### config.mk
export PLATFORM = sky130hd
export DESIGN_NAME = fir_mac_datapath
export DESIGN_NICKNAME = d
export VERILOG_FILES = /design/src/rtl/fir_pkg.sv /design/src/rtl/fir_delay_line.sv /design/src/rtl/fir_mac_datapath.sv
export SDC_FILE = /design/constraint.sdc
export NUM_CORES = 2
export LEC_CHECK = 0
export CAP_MARGIN = 20
export CORE_ASPECT_RATIO = 1.1
export CORE_MARGIN = 10
export CORE_UTILIZATION = 55
export DETAILED_ROUTE_END_ITERATION = 12
export PLACE_DENSITY = 0.78
export SYNTH_ARGS = -nofsm -noshare
export SYNTH_HDL_FRONTEND = slang
export SYNTH_SLANG_ARGS = --single-unit
### constraint.sdc
create_clock -name clk -period 18.2 [get_ports clk]
set_input_delay 3.64 -clock clk [delete_from_list [all_inputs] [get_ports clk]]
set_output_delay 3.64 -clock clk [all_outputs]
set_load 0.02 [all_outputs]
### src/rtl/fir_pkg.sv
// Shared widths, derivations and signed types for the serial FIR MAC datapath.
package fir_pkg;

    localparam int FIR_TAPS_DEFAULT        = 64;
    localparam int FIR_DATA_WIDTH_DEFAULT  = 16;
    localparam int FIR_COEFF_WIDTH_DEFAULT = 16;

    // Tap index width; taps must be a power of two so the index wraps naturally.
    function automatic int fir_counter_bits(input int taps);
        return $clog2(taps);
    endfunction

    // Accumulator width: full product plus one growth bit per doubling of taps.
    function automatic int fir_acc_width(input int data_w, input int coeff_w, input int taps);
        return data_w + coeff_w + $clog2(taps);
    endfunction

    localparam int FIR_COUNTER_BITS_DEFAULT = fir_counter_bits(FIR_TAPS_DEFAULT);
    localparam int FIR_ACC_WIDTH_DEFAULT    =
        fir_acc_width(FIR_DATA_WIDTH_DEFAULT, FIR_COEFF_WIDTH_DEFAULT, FIR_TAPS_DEFAULT);

    typedef logic signed [FIR_DATA_WIDTH_DEFAULT-1:0]                         sample_t;
    typedef logic signed [FIR_COEFF_WIDTH_DEFAULT-1:0]                        coeff_t;
    typedef logic signed [FIR_DATA_WIDTH_DEFAULT+FIR_COEFF_WIDTH_DEFAULT-1:0] product_t;
    typedef logic signed [FIR_ACC_WIDTH_DEFAULT-1:0]                          acc_t;

endpackage

### src/rtl/fir_delay_line.sv
// Circular sample history: one write per frame, combinational read at a tap offset
// behind the newest sample, which always sits at the write pointer.
module fir_delay_line
    import fir_pkg::*;
#(
    parameter int NUMBER_OF_TAPS = FIR_TAPS_DEFAULT,
    parameter int DATA_WIDTH     = FIR_DATA_WIDTH_DEFAULT,
    localparam int COUNTER_BITS  = fir_counter_bits(NUMBER_OF_TAPS)
) (
    input  logic                          clk,
    input  logic                          rst,
    input  logic                          i_wr_en,
    input  logic signed [DATA_WIDTH-1:0]  i_sample,
    input  logic [COUNTER_BITS-1:0]       i_offset,
    output logic signed [DATA_WIDTH-1:0]  o_rd_data
);

    logic signed [DATA_WIDTH-1:0] r_mem [NUMBER_OF_TAPS];
    logic [COUNTER_BITS-1:0]      r_wr_ptr;
    logic [COUNTER_BITS-1:0]      w_wr_next;
    logic [COUNTER_BITS-1:0]      w_rd_addr;

    assign w_wr_next = r_wr_ptr + {{(COUNTER_BITS-1){1'b0}}, 1'b1};
    assign w_rd_addr = r_wr_ptr - i_offset;
    assign o_rd_data = r_mem[w_rd_addr];

    // History storage and write pointer; cleared so unwritten taps read as zero.
    always_ff @(posedge clk or negedge rst) begin
        if (!rst) begin
            r_wr_ptr <= '0;
            for (int i = 0; i < NUMBER_OF_TAPS; i++) begin
                r_mem[i] <= '0;
            end
        end else if (i_wr_en) begin
            r_mem[w_wr_next] <= i_sample;
            r_wr_ptr         <= w_wr_next;
        end
    end

endmodule

### src/rtl/fir_mac_datapath.sv
// Time-multiplexed FIR multiply-accumulate: one tap per enabled clock, one
// full-precision output pulse per frame once a complete frame has been seen.
module fir_mac_datapath
    import fir_pkg::*;
#(
    parameter int NUMBER_OF_TAPS = FIR_TAPS_DEFAULT,
    parameter int DATA_WIDTH     = FIR_DATA_WIDTH_DEFAULT,
    parameter int COEFF_WIDTH    = FIR_COEFF_WIDTH_DEFAULT,
    localparam int COUNTER_BITS  = fir_counter_bits(NUMBER_OF_TAPS),
    localparam int ACC_WIDTH     = fir_acc_width(DATA_WIDTH, COEFF_WIDTH, NUMBER_OF_TAPS)
) (
    input  logic                          clk,
    input  logic                          rst,
    input  logic                          clk_enable,
    input  logic [COUNTER_BITS-1:0]       current_count,
    input  logic                          phase_min,
    input  logic signed [DATA_WIDTH-1:0]  sample_in,
    output logic [COUNTER_BITS-1:0]       coeff_addr,
    input  logic signed [COEFF_WIDTH-1:0] coeff_in,
    output logic signed [ACC_WIDTH-1:0]   data_out,
    output logic                          data_out_valid
);

    localparam int PROD_WIDTH = DATA_WIDTH + COEFF_WIDTH;
    localparam logic [COUNTER_BITS-1:0] LAST_K = COUNTER_BITS'(NUMBER_OF_TAPS - 1);

    logic signed [DATA_WIDTH-1:0] w_rd_data;
    logic signed [DATA_WIDTH-1:0] w_operand;
    logic signed [PROD_WIDTH-1:0] w_mult;
    logic signed [PROD_WIDTH-1:0] r_prod;
    logic signed [ACC_WIDTH-1:0]  w_prod_ext;
    logic signed [ACC_WIDTH-1:0]  w_acc_sum;
    logic signed [ACC_WIDTH-1:0]  w_acc_next;
    logic signed [ACC_WIDTH-1:0]  r_acc;
    logic signed [ACC_WIDTH-1:0]  r_data_out;
    logic                         w_first_k;
    logic                         w_last_k;
    logic                         r_first;
    logic                         r_last;
    logic                         r_s1_valid;
    logic                         r_armed;
    logic                         r_data_out_valid;

    fir_delay_line #(
        .NUMBER_OF_TAPS (NUMBER_OF_TAPS),
        .DATA_WIDTH     (DATA_WIDTH)
    ) u_delay_line (
        .clk       (clk),
        .rst       (rst),
        .i_wr_en   (clk_enable & phase_min),
        .i_sample  (sample_in),
        .i_offset  (current_count),
        .o_rd_data (w_rd_data)
    );

    assign coeff_addr = current_count;
    // Tap 0 bypasses the memory: the new sample is written on this same edge.
    assign w_operand  = phase_min ? sample_in : w_rd_data;
    assign w_mult     = w_operand * coeff_in;
    assign w_first_k  = (current_count == '0);
    assign w_last_k   = (current_count == LAST_K);
    assign w_prod_ext = {{(ACC_WIDTH-PROD_WIDTH){r_prod[PROD_WIDTH-1]}}, r_prod};
    assign w_acc_sum  = r_acc + w_prod_ext;

    assign data_out       = r_data_out;
    assign data_out_valid = r_data_out_valid;

    // Accumulator restarts on the first tap of a frame.
    always_comb begin
        w_acc_next = w_acc_sum;
        if (r_first) begin
            w_acc_next = w_prod_ext;
        end else begin
            w_acc_next = w_acc_sum;
        end
    end

    // Stage 1: product register and frame-position flags.
    always_ff @(posedge clk or negedge rst) begin
        if (!rst) begin
            r_prod     <= '0;
            r_first    <= 1'b0;
            r_last     <= 1'b0;
            r_s1_valid <= 1'b0;
        end else if (clk_enable) begin
            r_prod     <= w_mult;
            r_first    <= w_first_k;
            r_last     <= w_last_k;
            r_s1_valid <= 1'b1;
        end
    end

    // Stage 2: accumulate, arm on a frame start, publish on the last tap.
    always_ff @(posedge clk or negedge rst) begin
        if (!rst) begin
            r_acc            <= '0;
            r_armed          <= 1'b0;
            r_data_out       <= '0;
            r_data_out_valid <= 1'b0;
        end else if (clk_enable && r_s1_valid) begin
            r_acc <= w_acc_next;
            if (r_first) begin
                r_armed <= 1'b1;
            end
            if (r_last && (r_armed || r_first)) begin
                r_data_out       <= w_acc_next;
                r_data_out_valid <= 1'b1;
            end else begin
                r_data_out_valid <= 1'b0;
            end
        end else begin
            r_data_out_valid <= 1'b0;
        end
    end

endmodule

==> impl_summary.txt <==
----------------------------------------------------
[Floorplanning]
  Core area ... about 120000 um^2
  Die Outline Area ... approximately 130000 um^2
  Die W ... 345.9 um
  Row Count ... approximately 130
  Initial Utilization ... 0.5538
  I/O pin total ... 87
  Height of the chip ... around 380 um

[STA]
  Measured slew at the worst slew-check pin ... 1.171 ns
  Fin Hold WS ... roughly 0.46 ns
  Final period demand of the worst path ... 13.99 ns
  Worst slew margin relative to its limit ... 0.2174
  FMAX ... 71.50 MHz
  Setup TNS after final layout ... 0 ns
  Post-route clock skew ... between 0.02 and 0.03 ns
  Final worst-path cycle share ... 0.7685
  Count of final setup violators ... 0
  RSZ-0062 raised after global routing ... no
  Final-report max-slew violation count ... 0
  Final hold violation count ... 0

[Clock tree]
  Clock transition at the register clock pins on the worst setup and hold paths after CTS ... 0.06 ns
  Hold bufs inserted after CTS ... 0
  Clock latency reported for the late side of the worst-skew pair ... ~0.71 ns
  Post-CTS Setup Inserts ... 0
  Number of clock sinks ... between 1k and 1.5k
  Maximum buffer depth of the clock tree ... 3
  Clock buffers created by TritonCTS ... approximately 110
  Resized Gates After CTS ... 0
  Clock tree root driver cell ... clkbuf_16
  H-tree lvl count ... 3
  Clock tree from TritonCTS ... built

[Setup path]
  Setup Crit Path Kind ... primary input to register
  FF-to-FF path depth ... 31
  Critical path fanouts, max ... 86
  Type of element capturing the critical path ... register
  Startpoint class of the critical path ... primary input
  CP max-delay cell ... fa_4
  Arrival time at the worst endpoint ... 14.58 ns
  Required time at the worst-slack endpoint ... 18.79 ns
  Maximum cell stage delay along the critical path ... 1.17 ns
  Most repeated library cell on the critical path ... fa_1

[Status]
  Result of the run ... completed

[Layout]
  Final instance count without filler cells ... ~6.3k
  Area growth from synthesis to final layout ... 9.234%
  Post-layout instance area ... 70200 um^2
  Final Net Count ... 5069
  Fraction of layout cells with a size suffix above 1 ... 0.3575

[GRT]
  Congestion Overflow GR ... 0
  Global-route track usage on met2 ... 0.4179
  Initial antenna violation count ... 3
  Global routing usage on met1 ... 0.3089
  GRT Util Overall ... 0.2434
  Wire length of the first global-routing pass ... 248700 um
  Via count of the first global-routing pass ... around 42k
  Pin count of the biggest net entering global routing ... ~200
  Layer with the highest usage ... met2
  GR met3 Demand/Resource ... 0.03854

[Routing]
  Total wire length ... 157700 um
  Number of remaining DRC errors ... 0
  Antenna viol nets, final ... 0
  Via Count ... around 39k
  Number of detailed-route iterations in the first pass ... 6
  Iteration-0 DRC count of the detailed router ... about 3.1k
  Routed WL per cell ... 25.20 um
  Ratio of routed vias to standard cells ... between 6 and 7

[Placed design]
  Count of port buffers added during placement ... 86
  Final weighted congestion of routability-driven global placement ... between 0.9 and 1
  Placed insts ... about 6.0k
  Sum of net half-perimeters after detailed placement ... just under 100000 um
  Placed instance area ... 66170 um^2

[Synthesis]
  Gate Count Post-Synth ... approximately 4.7k
  Most frequently used flop master after synthesis ... dfrtp_1
  EDFF count, synth ... 0
  Synthesized area per cell ... about 14 um^2
  Synth area leaders ... dfrtp_1 (45%), mux2_2 (18%), mux4_2 (10%)
  Post-synthesis register bit count ... around 1.1k
  Share of Yosys cell area claimed by the top area cell type ... 0.4450
  Most instantiated cells after synthesis ... dfrtp_1 (1143), mux2_2 (1047), inv_1 (313), mux4_2 (284), fa_1 (265)
  Share of flip-flops with an asynchronous set or reset ... 1.000
  Number of nets produced by synthesis ... 5117
  Synthesized area ... around 64000 um^2
  Warnings from Yosys ... 0
  Cell with the most instances after synthesis ... dfrtp_1
  Share of synthesized area occupied by flip-flops and latches ... 0.4450
  Count of cell types in the netlist ... 70
  Library cell occupying the most area in the post-synthesis netlist ... dfrtp_1

[Worst hold path]
  Number of instances on the worst hold path ... 1
  HP Class ... register to register

[Job]
  Number of violations of the max-capacitance limit ... 0

----------------------------------------------------
## stage by stage
| step | setup slack [ns] | utilization |
|---|---|---|
| final | 4.214 | 0.6050 |
| after global routing | 3.811 | 0.6050 |
| after CTS | 4.464 | 0.6039 |
| after detailed placement | 3.753 | 0.5702 |
| after global placement | 3.885 | 0.5698 |
| after floorplan | 6.330 | - |
## layout make-up
type	count	area (um^2)
multi-input combinational	2880	32800
inverter	314	1179
antenna	1	2.502
clock buffer	164	3342
fill	8629	45840
sequential	1143	28600
clock inverter	43	569.3
tap	1529	1913
timing repair buffer	186	1797
## critical path, delay by kind of cell
| family | cells | cell delay (ns) |
|---|---|---|
| muxes | 4 | 1.94 |
| and+or+nand+nor | 1 | 0.13 |
| AOI/OAI and AO/OA | 10 | 2.67 |
| buffers and inverters | 6 | 1.20 |
| xor gates and xnor gates | 1 | 0.17 |
| adders and majority gates | 9 | 4.66 |
## worst paths after layout
| check | slack (ns) | endpoint | start |
|---|---|---|---|
| min in group asynchronous | 2.91 | u_delay_line.r_mem[858] | rst |
| worst min register to register | 0.46 | r_armed | r_armed |
| max in group asynchronous | 12.20 | u_delay_line.r_mem[73] | rst |
| worst max register to register | 6.52 | r_prod[24] | u_delay_line.r_wr_ptr[0] |
| worst max-delay path | 4.21 | r_prod[24] | current_count[0] |
| worst min-delay path | 0.46 | r_armed | r_armed |
## kinds of logic (layout without fill, tap and decap cells)
| logic type | after synthesis | count (layout) | share of synthesized area |
|---|---|---|---|
| other | 0 | 1 | 0 |
| flip-flops | 1143 | 1143 | 0.4450 |
| adder cells (fa/ha/maj) | 389 | 389 | 0.1067 |
| AND/OR/NAND/NOR | 639 | 639 | 0.05042 |
| buffers and inverters | 663 | 707 | 0.04604 |
| XOR/XNOR | 78 | 78 | 0.01086 |
| multiplexers | 1403 | 1403 | 0.3057 |
| AO/OA/AOI/OAI | 371 | 371 | 0.03528 |
## state kept, by name (all words and copies together) (netlist names)
signal,cells
r_first,1
r_armed,1
u_delay_line.r_wr_ptr,6
r_last,1
data_out,38
u_delay_line.r_mem,1024
r_prod,32
data_out_valid,1
r_s1_valid,1
r_acc,38
## routing by layer
metal,share of wire,vias to the layer above
met1,0.40,20760
met2,0.50,1237
met3,0.057,304
li1,-,16370
met4,0.040,0
met5,0,-
## placed cells by master, fill, tap and decap left out, types with 48 or more instances in the layout
master / count
a21oi_1: 95
buf_4: 81
clkbuf_16: 115
clkdlybuf4s50_1: 67
dfrtp_1: 1143
fa_1: 264
ha_1: 123
inv_1: 313
mux2_2: 1047
mux4_2: 284
nand2_1: 186
nand2b_1: 97
nor2_1: 89
nor2b_1: 138
o21ai_0: 132
xnor2_1: 48
Power is not shown: default switching activity piles up to over one toggle a cycle in this logic, so the estimate is an artifact.
==> RTL change, RTL diff (config.mk and constraints unchanged) <==
Reset style: synchronous (`rst`), changed in 3 clocked blocks.
--- a/src/rtl/fir_delay_line.sv
+++ b/src/rtl/fir_delay_line.sv
@@ -25,7 +25,7 @@
     assign o_rd_data = r_mem[w_rd_addr];
 
     // History storage and write pointer; cleared so unwritten taps read as zero.
-    always_ff @(posedge clk or negedge rst) begin
+    always_ff @(posedge clk) begin
         if (!rst) begin
             r_wr_ptr <= '0;
             for (int i = 0; i < NUMBER_OF_TAPS; i++) begin
--- a/src/rtl/fir_mac_datapath.sv
+++ b/src/rtl/fir_mac_datapath.sv
@@ -76,7 +76,7 @@
     end
 
     // Stage 1: product register and frame-position flags.
-    always_ff @(posedge clk or negedge rst) begin
+    always_ff @(posedge clk) begin
         if (!rst) begin
             r_prod     <= '0;
             r_first    <= 1'b0;
@@ -91,7 +91,7 @@
     end
 
     // Stage 2: accumulate, arm on a frame start, publish on the last tap.
-    always_ff @(posedge clk or negedge rst) begin
+    always_ff @(posedge clk) begin
         if (!rst) begin
             r_acc            <= '0;
             r_armed          <= 1'b0;
Check against the original RTL: not settled (the Yosys comparison gave no result); the edit may change what the design does.
==> RTL change against the unedited design <==
  * Sequential share of layout area up 6.5 points
  * Non-clock buffer count is 49 higher
  * Sequential cell count did not move
  * Utilization shrank 0.12 points
  * Via count grew 0.62%
  * Setup slack better by 0.093 ns
  * Synthesized area increased by 0.17%
  * Synthesized cell count up 2.3%
  * Cell area decreased by 0.20%
  * Routed wire length up 5.1%
  * Critical endpoint is now r_prod[28]
  * Largest cell class is now sequential cells
Power is left out: the tool's default activity adds up to more than one toggle a clock period on the data nets, which glitch-free logic cannot reach.
==> RTL change: results (changes against the unedited design) <==
Critical path
  – Worst r2r src: u_delay_line.r_wr_ptr[0]
  – Critical Path Max Stage Delay: 1.31 ns (+0.14 ns)
  – FF-to-FF End: r_prod[28]
  – Worst reg2reg path depth: 30 (-3.2%)
  – Critical path's slowest cell: fa_4
  – Critical Path Fanout Max: 89 (+3.5%)
  – Reg2reg setup slack: 7.04 ns (+0.52 ns)

Finish
  – Sequential fraction of total cell area: 0.4729 (+0.06549)
  – Post-route insts no fill: 6397 (+2.2%)
  – FFs & Latches: 1143 (unchanged)
  – Final-layout fill cell count: 8646 (+0.20%)
  – Fraction of area in multi-input gates: 0.4038 (-0.06346)
  – Non-clk buf share: 0.02827 (+0.002678)
  – Non-clock inverter count: 306 (-2.5%)
  – # nets final: 5206 (+2.7%)
  – Plain + repair buffers: 235 (+26%)
  – Multi-In Gates: 2975 (+3.3%)
  – Layout cells sized above 1: 0.1369 (-0.2206)
  – Clock buf/inv share: 0.05131 (-0.004404)
  – Clkbuf count: 154 (-6.1%)
  – N_diodes: 2 (+1)

Clock network
  – Clock transition at path regs: 0.06 ns (about the same)
  – TritonCTS Buffers: 114 (+0.88%)
  – H-Tree Level Count: 3 (unchanged)
  – Clk_lat worst skew: 0.73 ns (+0.02 ns)

Timing
  – Clock Skews: 0.02327 ns (-0.003314 ns)
  – Rel. slew slack: 0.2202 (+0.002797)

Synth
  – Synth Area in Adders: 0.1064 (-0.0003011)
  – Synth Area in XOR/XNOR: 0.009348 (-0.001515)
  – Post-synthesis compound-gate area fraction: 0.03852 (+0.003243)
  – Post-synthesis sequential area ratio: 0.5146 (+0.06958)
  – Synth cell count leaders: and2_1, edfxtp_1, mux4_2
  – Async S/R FF share, synth: 0 (-1.000)
  – Top_reg_cell synth: edfxtp_1
  – Gate Count Post-Synth: 4796 (+2.3%)
  – Number of distinct library cells after synthesis: 73 (+4.3%)
  – EDFF count, synth: 1024 (+1024)
  – Area contributors post-synth: edfxtp_1, mux4_2, and2_1
  – Mux share of post-synthesis cell area: 0.1283 (-0.1774)

Placement
  – DPL Wire Length: 105200 um (+6.2%)
  – Inst Count DP: 6171 (+2.1%)
  – Placer Congestion: 0.9023 (about the same)
  – IO buf count: 86 (unchanged)

Global route
  – Met1 track demand over resource: 0.3066 (-0.002359)
  – First-pass GRT wire length: 249200 um (+0.20%)
  – Largest net degree at the start of global routing: 102 (-48%)
  – Met2 usage: 0.4329 (+0.01497)
  – Gr usage total: 0.2513 (+0.007968)
  – Met3 Use GR: 0.05097 (+0.01243)
  – Vias in the first global route: 39750 (-4.6%)

Hold path
  – WHS Path Cells: 2 (+1)
  – WHS Endpoint: r_acc[8]
  – Worst hold start: r_acc[8]

Status
  – Outcome: finished clean

Drt
  – Routed length per instance: 25.91 um (+2.8%)
  – Vias per cell: 6.082 (-1.5%)
  – Drt first-iter violations: 3965 (+26%)
RTL change: critical path: cells and delay by family:
family          cells  cell delay, ns
simple gates        2            0.36
compound gates      7            1.57
buf+inv             6            1.26
mux                 6            2.57
fa+ha+maj           9            4.94
RTL change: per-stage QoR:
| step | worst slack [ns] | area, um^2 | hold WS [ns] | utilization |
|---|---|---|---|---|
| 2_1_floorplan | 6.520 | 64380 | 0.4472 | - |
| 3_3_place_gp | 3.749 | 66240 | 0.4554 | 0.5708 |
| 3_5_place_dp | 3.670 | 66310 | 0.4665 | 0.5714 |
| 4_1_cts | 4.414 | 69910 | 0.4746 | 0.6024 |
| 5_1_grt | 3.984 | 70060 | 0.4922 | 0.6037 |
| 6_report | 4.307 | 70060 | 0.4724 | 0.6037 |
RTL change: per-layer routing:
layer	vias up	wire, um
met1	19910	60400
met3	360	14630
li1	16750	-
met2	1882	83310
met4	2	7408
met5	-	9
